===== src/rtl/led_pkg.sv =====
// Shared definitions for the LED sequencer: pattern mode encodings and
// the helper that turns a step period in milliseconds into clock cycles.
package led_pkg;

   typedef enum logic [1:0] {
      MODE_ROTATE = 2'd0,
      MODE_BOUNCE = 2'd1,
      MODE_FILL   = 2'd2,
      MODE_BLINK  = 2'd3
   } mode_e;

   function automatic int unsigned period_from_ms(input int unsigned clk_hz,
                                                  input int unsigned step_ms);
      return clk_hz / 1000 * step_ms;
   endfunction

endpackage


===== src/rtl/tick_gen.sv =====
// Step prescaler: counts 0..PERIOD-1 while enabled and flags the wrap cycle.
module tick_gen
   import led_pkg::*;
#(
   parameter int CLK_HZ  = 50_000_000,
   parameter int STEP_MS = 500
) (
   input  logic clk,
   input  logic rst_n,
   input  logic en,
   output logic tick
);

   localparam int unsigned PERIOD = period_from_ms(CLK_HZ, STEP_MS);
   localparam int CW = $clog2(PERIOD);
   localparam logic [CW-1:0] LAST = CW'(PERIOD - 1);

   logic [CW-1:0] cnt;

   // en gates the tick as well as the count, so a frozen counter parked on
   // LAST cannot fire repeatedly.
   assign tick = en && (cnt == LAST);

   always_ff @(posedge clk or negedge rst_n) begin
      if (!rst_n) begin
         cnt <= '0;
      end else if (en) begin
         cnt <= tick ? '0 : cnt + CW'(1);
      end
   end

endmodule


===== src/rtl/led_sequencer.sv =====
// Active-low LED pattern sequencer (rotate, bounce, fill, blink) advancing
// once per prescaler tick; led and step are fully registered.
module led_sequencer
   import led_pkg::*;
#(
   parameter int N_LED   = 4,
   parameter int CLK_HZ  = 50_000_000,
   parameter int STEP_MS = 500
) (
   input  logic             clk,
   input  logic             rst_n,
   input  logic             en,
   input  logic [1:0]       mode,
   input  logic             dir,
   output logic [N_LED-1:0] led,
   output logic             step
);

   localparam int PW   = (N_LED > 1) ? $clog2(N_LED) : 1;
   localparam int CNTW = $clog2(N_LED + 1);
   localparam logic [PW-1:0]   POS_MAX    = PW'(N_LED - 1);
   localparam logic [PW-1:0]   POS_BEFORE = PW'((N_LED > 1) ? N_LED - 2 : 0);
   localparam logic [CNTW-1:0] FILL_MAX   = CNTW'(N_LED);

   // loaded stays low until the first tick after reset, so that tick always
   // loads the selected mode's first pattern (all LEDs are dark in reset).
   typedef struct packed {
      logic [PW-1:0]   pos;
      logic            up;
      logic [CNTW-1:0] fill;
      logic            phase;
      mode_e           last_mode;
      logic            loaded;
   } pat_t;

   logic [1:0]       rst_pipe;
   logic             rst_sync_n;
   logic             tick;
   mode_e            mode_in;
   pat_t             pat_q, pat_d;
   logic [N_LED-1:0] led_d;

   // Asserts immediately, deasserts two clock edges after rst_n rises.
   always_ff @(posedge clk or negedge rst_n) begin
      if (!rst_n) rst_pipe <= 2'b00;
      else        rst_pipe <= {rst_pipe[0], 1'b1};
   end
   assign rst_sync_n = rst_pipe[1];

   tick_gen #(
      .CLK_HZ  (CLK_HZ),
      .STEP_MS (STEP_MS)
   ) u_tick_gen (
      .clk   (clk),
      .rst_n (rst_sync_n),
      .en    (en),
      .tick  (tick)
   );

   assign mode_in = mode_e'(mode);

   always_comb begin
      // NOTE: hold-by-default assignments first keep this block latch-free.
      pat_d = pat_q;
      led_d = led;
      if (tick) begin
         if (!pat_q.loaded || mode_in != pat_q.last_mode) begin
            pat_d.loaded    = 1'b1;
            pat_d.last_mode = mode_in;
            case (mode_in)
               MODE_ROTATE, MODE_BOUNCE: begin
                  pat_d.pos = '0;
                  pat_d.up  = 1'b1;
               end
               MODE_FILL: pat_d.fill  = CNTW'(1);
               default:   pat_d.phase = 1'b1;
            endcase
         end else begin
            case (pat_q.last_mode)
               MODE_ROTATE: begin
                  if (dir) pat_d.pos = (pat_q.pos == '0) ? POS_MAX : pat_q.pos - PW'(1);
                  else     pat_d.pos = (pat_q.pos == POS_MAX) ? '0 : pat_q.pos + PW'(1);
               end
               MODE_BOUNCE: begin
                  // A single LED has nowhere to bounce; pos stays at 0.
                  if (N_LED == 1) begin
                     pat_d.pos = '0;
                  end else if (pat_q.up) begin
                     if (pat_q.pos == POS_MAX) begin
                        pat_d.up  = 1'b0;
                        pat_d.pos = POS_BEFORE;
                     end else begin
                        pat_d.pos = pat_q.pos + PW'(1);
                     end
                  end else if (pat_q.pos == '0) begin
                     pat_d.up  = 1'b1;
                     pat_d.pos = PW'(1);
                  end else begin
                     pat_d.pos = pat_q.pos - PW'(1);
                  end
               end
               MODE_FILL: pat_d.fill = (pat_q.fill == FILL_MAX) ? '0 : pat_q.fill + CNTW'(1);
               default:   pat_d.phase = ~pat_q.phase;
            endcase
         end

         for (int i = 0; i < N_LED; i++) begin
            logic lit;
            case (pat_d.last_mode)
               MODE_ROTATE, MODE_BOUNCE: lit = (pat_d.pos == PW'(i));
               MODE_FILL:                lit = (CNTW'(i) < pat_d.fill);
               default:                  lit = pat_d.phase;
            endcase
            led_d[i] = ~lit;
         end
      end
   end

   always_ff @(posedge clk or negedge rst_sync_n) begin
      if (!rst_sync_n) begin
         // NOTE: state registers take non-blocking assignments so every flop
         // samples pre-edge values regardless of statement order.
         pat_q.pos       <= '0;
         pat_q.up        <= 1'b1;
         pat_q.fill      <= '0;
         pat_q.phase     <= 1'b0;
         pat_q.last_mode <= MODE_ROTATE;
         pat_q.loaded    <= 1'b0;
         led             <= '1;
         step            <= 1'b0;
      end else begin
         pat_q <= pat_d;
         led   <= led_d;
         step  <= tick;
      end
   end

endmodule


===== config.mk =====
export PLATFORM = sky130hd
export DESIGN_NAME = led_sequencer
export DESIGN_NICKNAME = d
export VERILOG_FILES = /design/src/rtl/led_pkg.sv /design/src/rtl/tick_gen.sv /design/src/rtl/led_sequencer.sv
export SDC_FILE = /design/constraint.sdc
export NUM_CORES = 1
export LEC_CHECK = 0
export ABC_AREA = 1
export CORE_ASPECT_RATIO = 0.6
export CORE_MARGIN = 4
export CORE_UTILIZATION = 50
export CTS_CLUSTER_DIAMETER = 120
export CTS_CLUSTER_SIZE = 24
export DETAILED_ROUTE_END_ITERATION = 16
export PLACE_DENSITY = 0.73
export SLEW_MARGIN = 20
export SYNTH_ARGS = -nofsm -noshare
export SYNTH_HDL_FRONTEND = slang
export SYNTH_SLANG_ARGS = --single-unit

===== constraint.sdc =====
create_clock -name clk -period 1.3 [get_ports clk]
set_input_delay 0.26 -clock clk [delete_from_list [all_inputs] [get_ports clk]]
set_output_delay 0.26 -clock clk [all_outputs]
set_load 0.01 [all_outputs]

-- Word level (Yosys, flattened, before mapping)
Cells that the tools add are included.
- reductions and logical operators: 14
- divide/modulo/power cells: 0
- shift operators: 0
- multiplexer cells: 29
- $add $sub $neg: 4
- equality and inequality tests: 16
- multipliers: 0
- bitwise logic cells: 5
- magnitude comparators: 4
- operators by type and width (operator ; number):
    $add A25 B1 Y25 const B ; 1
    $eq A25 B25 Y1 const B ; 1
    $mux W25 ; 1
    $mux W3 ; 7
    $mux W7 ; 2
    $eq A2 B2 Y1 const B ; 6
    $logic_not A2 Y1 ; 5
    $mux W2 ; 5
    $mux W1 ; 9
    $eq A2 B1 Y1 const B ; 4
    $pmux W1 S2 ; 4
    $lt A1 B3 Y1 const A ; 2
    $lt A2 B3 Y1 const A ; 2
    $reduce_or A3 Y1 ; 2
    $not A1 Y1 ; 5
    $pmux W2 S2 ; 1
    $reduce_or A2 Y1 ; 2
    $add A3 B1 Y3 const B ; 1
    $eq A3 B3 Y1 const B ; 1
    $ne A3 B1 Y1 const B ; 1
    $ne A3 B2 Y1 const B ; 1
    $reduce_and A3 Y1 ; 1
    $add A2 B1 Y2 const B ; 1
    $ne A2 B1 Y1 const B ; 1
    other kinds (6) ; 6
- register bits after elaboration: 42
- memories: 0
- RAM bits: 0
- ROM bits: 0
- input port bits: 6
- logic and storage cells: 82
- latch bits: 0
- output and inout port bits: 5

-- Depth between registers and ports, before layout
Gate-level depths: netlist of the first run.
- word-level depth: 10
- gate-level depth with buffers: 12
- depth with buffers taken out: 12

-- Cells and area by module
A second synthesis of the first run with hierarchy kept.
- cells, all modules: 397
- area, all modules: 2839.0 sq um
- modules (own cells, without submodules) (module ; cells each ; area an instance (sq um) ; seq. area each (sq um) ; instances):
    tick_gen ; 237 ; 1689.1 ; 625.6 ; 1
    led_sequencer ; 160 ; 1149.9 ; 431.7 ; 1

-- Worst setup path after synthesis of the first run
No wires, ideal clock.
- kind: flip-flop to flip-flop
- from: register pat_q[8] in the netlist's numbering
- to: register led[1]
- path buffers: 0
- stages on the path, launching flop included: 12
- arrival: 1.579 ns
- slack: -0.351 ns
- period minus slack after synthesis: 1.651 ns
- cells stage by stage: dfrtp_1 inv_1 ha_1 or2_2 nand3_1 nand2_1 nand2_2 nand2_2 o21ai_1 nand3_1 nand2_1 inv_1
- cells in the longest elaborated chain, start to end: 10
- ends and longest elaborated chain (element ; line ; source):
    from (decl) ; led_sequencer.sv:40 ; pat_t pat_q, pat_d;
    from (signal assigned) ; led_sequencer.sv:132 ; pat_q <= pat_d;
    $sub A2 B1 Y2 (tied with other cells) ; led_sequencer.sv:81, led_sequencer.sv:99 ;
    $mux W2 (on tied branches) ; n/a ;
    $mux W3 or $mux W2 (tied branches) ; led_sequencer.sv:88, led_sequencer.sv:81 ;
    $pmux W2 S2 ; led_sequencer.sv:79 ; case (pat_q.last_mode)
    $mux W7 * ; led_sequencer.sv:67 ; if (!pat_q.loaded || mode_in != pat_q.last_mode) begin
    $mux W7 * ; led_sequencer.sv:66 ; if (tick) begin
    $eq A2 B1 Y1 * ; led_sequencer.sv:110 ; MODE_ROTATE, MODE_BOUNCE: lit = (pat_d.pos == PW'(i));
    $pmux W1 S2 * ; led_sequencer.sv:109 ; case (pat_d.last_mode)
    $mux W1 * ; led_sequencer.sv:66 ;
    $not A1 Y1 * ; led_sequencer.sv:114 ; led_d[i] = ~lit;
    to (signal assigned) ; led_sequencer.sv:133 ; led <= led_d;
    to (decl) ; led_sequencer.sv:15 ; output logic [N_LED-1:0] led,
Mark *: on every way between the ends. The rest lies on a longest branch, timed or not. The select of a mux whose other input is x is not followed.
A chain may end at the register's enable or synchronous reset.

==> results of run 1 <==
state kept, by name, summed over array words and instances, names as in the netlist, named ones only:
register and cells:
led 4, pat_q 8, rst_pipe 2, step 1, u_tick_gen.cnt 25
layout make-up:
type / instances / area, um2
Inverter: 54 / 220
Tap cell: 66 / 82.6
Timing Repair Buffer: 121 / 1020
Clock inverter: 1 / 5.00
Fill cell: 259 / 862
Sequential cell: 42 / 1060
Multi-Input combinational cell: 251 / 1770
Clock buffer: 7 / 86.3
layer usage:
metal  part of all wire, %  routed length, um  vias up
li1                      -                  -     1384
met3                    13               1430       92
met2                    43               4850      336
met4                   6.5                743        0
met5                     0                  0        -
met1                    38               4350     1535
kinds of logic (layout without fill, tap and decap cells):
logic type,after synthesis,in the layout,synth area share (%)
simple gates,191,191,34.7
buf+inv,60,183,9.26
compound gates,46,46,11.3
flops,42,42,39.5
xor+xnor,7,7,2.29
fa+ha+maj,6,6,2.81
other cells,1,1,0.140
per-stage QoR:
stage	setup slack, ps	instance area [um2]	utilization [%]	instances	total power (uW)
finish	-484	4240	83.1	542	3860
floorplan	-297	2720	-	353	2040
global placement	-538	3500	68.5	507	2520
CTS	-280	3850	75.5	529	3580
global route	-536	4240	83.1	542	4040
detailed placement	-601	3500	68.5	507	2540
worst max path at each step:
stage	from	end	slack, ps
global route	register	led[2]	-540
floorplan	pat_q[8]	led[1]	-300
detailed placement	en	u_tick_gen.cnt[24]	-600
CTS	pat_q[8]	led[1]	-280
global placement	mode[1]	led[2]	-540
finish	register	led[2]	-480
critical path, stage by stage, from the launching register on:
cell and delay, ps:
dfrtp_2 470, buf_4 190, nor2_2 190, o211ai_1 150, nand2_1 140, nand2_2 100
nand2_4 100, nand3_1 100, nand2_1 80, nand3_1 80, nand2_1 70, inv_1 40
power by group:
group / internal [uW] / switching, uW
Sequential: 1440 / 188
Clock: 430 / 485
Combinational: 576 / 741
layout by cell type, fill, tap and decap left out, types with 5 or more instances in the layout:
master,count
a21oi_1,9
a21oi_2,5
buf_4,90
buf_6,17
clkbuf_8,6
dfrtp_1,34
dfstp_2,5
inv_1,36
inv_2,14
nand2_1,64
nand2_2,18
nand2_4,6
nand3_1,22
nand3_2,10
nand4_1,11
nor2_1,14
nor2_2,12
nor2_4,12
nor3_4,6
o21ai_1,6
o21ai_2,10
xor2_1,6
what timing repair did:
action / CTS / global route
pin swaps: 27 / 24
endpoints found under the setup margin: 43 / 39
cloned: 0 / 0
setup buffers: 16 / 14
gates resized for setup: 74 / 84
==> impl_metrics.tcl, run 1 <==
set metrics [dict create \
    status "finished, violations left" \
    violations "setup timing" \
    power_density_nw_per_um2 910 \
    yosys.area.top_type "dfrtp_1" \
    ys.flop_type "dfrtp_1" \
    area_delta_synth_final_pct 58.6 \
    r2r_slack_ps -480 \
    slew_violations 0 \
    vias 3347 \
    r2r_end "led[2]" \
    syn_inst 353 \
    yosysSeqAreaShare_pct 39.5 \
    syn-num-nets 365 \
    clk_pin_slew_ps 90 \
    use_met2_pct 40.4 \
    start_util_pct 52.4 \
    fin_hold_ws_ps 120 \
    ctsHoldBuffers 0 \
    wire_per_inst_um 21.0 \
    clkSinkCount 42 \
    fin_crit_ps 1780 \
    grt_pass1_vias 2812 \
    diodes 0 \
    finalClockSkew_ps 6.77 \
    ir_drop_mv 0.797 \
    final_antenna_net_count 0 \
    clk_latency_ps 300 \
    gr-total-overflow 0 \
    leakage_uw 0.00219 \
    drc 0 \
    synth.area.top_cells "dfrtp_1, nand2_1, inv_1, nand3_1, dfstp_2" \
    rows 20 \
    ctsHtreeMaxLevel 2 \
    io_buffers 10 \
    r2r_cells 11 \
    clock-root-buffer "clkbuf_8" \
    die_area_um2 6620 \
    core_um2 5100 \
    drv_cap 0 \
    grt_pass1_wl_um 14000 \
    globalRouteTotalUtil_pct 27.2 \
    fin_ws_ps -484 \
    grtUsageMet3_pct 5.81 \
    cts_buffers 5 \
    io-pin-count 11 \
    yosysMostFrequentCell "nand2_1" \
    cts_tree "yes" \
    drive_gt1_share_pct 52.1 \
    firstDrtPassIters 5 \
    cp-start-kind "register" \
    final_nets 487 \
    synth_top_area_share_pct 34.6 \
    syn_area_um2 2680 \
    cp-end-kind "register" \
    netlist_top_cells_count "nand2_1, inv_1, dfrtp_1" \
    ys_seq_elements 42 \
    synth-async-reset-ratio_pct 100 \
    grt_max_degree 27 \
    syn_area_per_cell_um2 7.58 \
    antenna_found_initial 0 \
    ctsLongestPathBuffers 2 \
    grt.busiest_layer "met1" \
    fin_crit_sh_pct 137 \
    synth_edf_count 0 \
    wl_um 11400 \
    critPathMaxFanout 6 \
    critPathKind "reg -> reg" \
    setup_viol 39 \
    arrival_ps 2020 \
    met1_usage_pct 40.6 \
    via_per_inst 6.18 \
    timing_hold_violations_final 0 \
    hold_class "in -> async" \
    yosysUniqueCellTypes 41 \
    die_h_um 64.7 \
    hpwlAfterDp_um 5710 \
    setup_tns_ps -12310 \
    die_w_um 102 \
    clock.fmax_mhz 561 \
    grt_setup_unrepaired "true" \
    critPathRequiredTime_ps 1540 \
    gp_congestion 0.952 \
    yosys_warnings 0 \
    drtIter0Drc 573 \
]
Power figures use the tool's default switching activity.
==> run 2: changes to the inputs <==
--- a/config.mk
+++ b/config.mk
@@ -9,6 +9,7 @@
 export CORE_ASPECT_RATIO = 0.6
 export CORE_MARGIN = 4
 export CORE_UTILIZATION = 50
+export CTS_BUF_LIST = sky130_fd_sc_hd__clkbuf_4
 export CTS_CLUSTER_DIAMETER = 120
 export CTS_CLUSTER_SIZE = 24
 export DETAILED_ROUTE_END_ITERATION = 16
==> impl_metrics.tcl, run 2 (synthesized netlist as in run 1, its figures left out) <==
set metrics [dict create \
    wl_um 12600 \
    fin_crit_sh_pct 141 \
    ctsHoldBuffers 0 \
    crit_buf_inv 4 \
    status "finished, violations left" \
    place_ws_ps -601 \
    crit_slowest_cell "dfrtp_1" \
    ir_drop_mv 0.756 \
    gp_congestion 0.952 \
    start_util_pct 52.4 \
    drive_gt1_share_pct 58.1 \
    power_density_nw_per_um2 862 \
    layout_common_cells "buf_4, nand2_1, inv_1" \
    grt_pass1_wl_um 14900 \
    fin_crit_ps 1830 \
    vias 3558 \
    drv_cap 0 \
    rows 20 \
    mostFrequentLayoutCell "buf_4" \
    final_nets 496 \
    firstDrtPassIters 6 \
    die_area_um2 6620 \
    use_met2_pct 43.7 \
    grt_setup_unrepaired "true" \
    critPathMaxFanout 3 \
    grt.busiest_layer "met2" \
    io-pin-count 11 \
    diodes 0 \
    cts_buffers 5 \
    cp-start-kind "register" \
    critPathTopFamily "buffers and inverters" \
    critPathRequiredTime_ps 1570 \
    core_um2 5100 \
    grt_max_degree 27 \
    final_antenna_net_count 0 \
    grtUsageMet3_pct 7.10 \
    wire_per_inst_um 22.9 \
    die_h_um 64.7 \
    largest_register_ffs 25 \
    clkSinkCount 42 \
    critPathMaxStageDelay_ps 410 \
    die_w_um 102 \
    antenna_found_initial 0 \
    hpwlAfterDp_um 5710 \
    area_delta_synth_final_pct 64.6 \
    io_buffers 10 \
    setup_viol 41 \
    clock-root-buffer "clkbuf_4" \
    critPathKind "reg -> reg" \
    top_regs "u_tick_gen.cnt x25, pat_q x8, led x4" \
    clock.fmax_mhz 546 \
    violations "setup timing" \
    fin_ws_ps -531 \
    hold_class "in -> async" \
    gr-total-overflow 0 \
    clk_latency_ps 370 \
    regMostFlops "u_tick_gen.cnt" \
    ctsLongestPathBuffers 2 \
    leakage_uw 0.00223 \
    via_per_inst 6.46 \
    cts_tree "yes" \
    met1_usage_pct 42.4 \
    clk_pin_slew_ps 150 \
    fin_hold_ws_ps 69.5 \
    crit_chain "buf_6 > ha_4 > nand3_4 > nor2_4 > buf_4 > buf_6 > nand4_1 > buf_4 > nand2_2 > a31oi_1" \
    globalRouteTotalUtil_pct 29.2 \
    cp-end-kind "register" \
    timing_hold_violations_final 0 \
    grt_pass1_vias 2875 \
    drtIter0Drc 508 \
    finalClockSkew_ps 20.0 \
    arrival_ps 2100 \
    slew_violations 0 \
    setup_tns_ps -14050 \
    ctsHtreeMaxLevel 2 \
    drc 0 \
]
## run 2: cell types whose count changed in the layout (fill, tap and decap cells not counted), moves of 4 or more
| cell | before | now |
|---|---|---|
| buf_2 | 4 | 0 |
| buf_4 | 90 | 97 |
| buf_6 | 17 | 22 |
| clkbuf_4 | 0 | 6 |
| clkbuf_8 | 6 | 0 |
| nand2_1 | 64 | 58 |
| nand2_2 | 18 | 22 |
| nand3_1 | 22 | 18 |
## run 2: routing by layer
| layer | wire length [um] | share of wire (%) |
|---|---|---|
| met1 | 4570 | 36 |
| met2 | 5300 | 42 |
| met3 | 1870 | 15 |
| met4 | 902 | 7.1 |
| met5 | 0 | 0 |
## run 2: what timing repair did
item | 4_1_cts | 5_1_grt
endpoints found under the setup margin | 43 | 44
buffers inserted | 14 | 23
gates resized for setup | 98 | 102
pin swaps | 31 | 42
hold endpoints to repair | 0 | 0
gates cloned | 1 | 0
## run 2: layout make-up
cell class	instances	area, um2
clock buffers	6	45.0
clock inverters	2	8.76
fillers	211	702
inverters	54	215
multi-input cells	251	1870
flip-flops and latches	42	1060
well taps	66	82.6
repair buffers	130	1120
## run 2: metrics by stage
stage | util (%) | cell area [um2] | cells | power [uW]
2_1_floorplan | - | 2720 | 353 | 2040
3_3_place_gp | 68.5 | 3500 | 507 | 2520
3_5_place_dp | 68.5 | 3500 | 507 | 2540
4_1_cts | 76.7 | 3910 | 530 | 3350
5_1_grt | 86.3 | 4400 | 551 | 3930
6_report | 86.3 | 4400 | 551 | 3790
## run 2: path summary, 6_finish.rpt
check	endpoint	slack (ps)	cells after the start	start
worst min register to register	u_tick_gen.cnt[2]	200	1	rst_pipe[1]
worst max-delay path	u_tick_gen.cnt[13]	-530	10	u_tick_gen.cnt[0]
min in group clk	rst_pipe[1]	370	0	rst_pipe[0]
max in group asynchronous	led[3]	710	1	rst_pipe[1]
worst max register to register	u_tick_gen.cnt[13]	-530	10	u_tick_gen.cnt[0]
worst min-delay path	rst_pipe[1]	70	1	rst_n
## run 2: where the power goes
part	leakage, uW	switching (uW)	internal, uW
logic	0.00171	825	616
registers	0.000491	198	1450
clock network	0.0000331	483	225
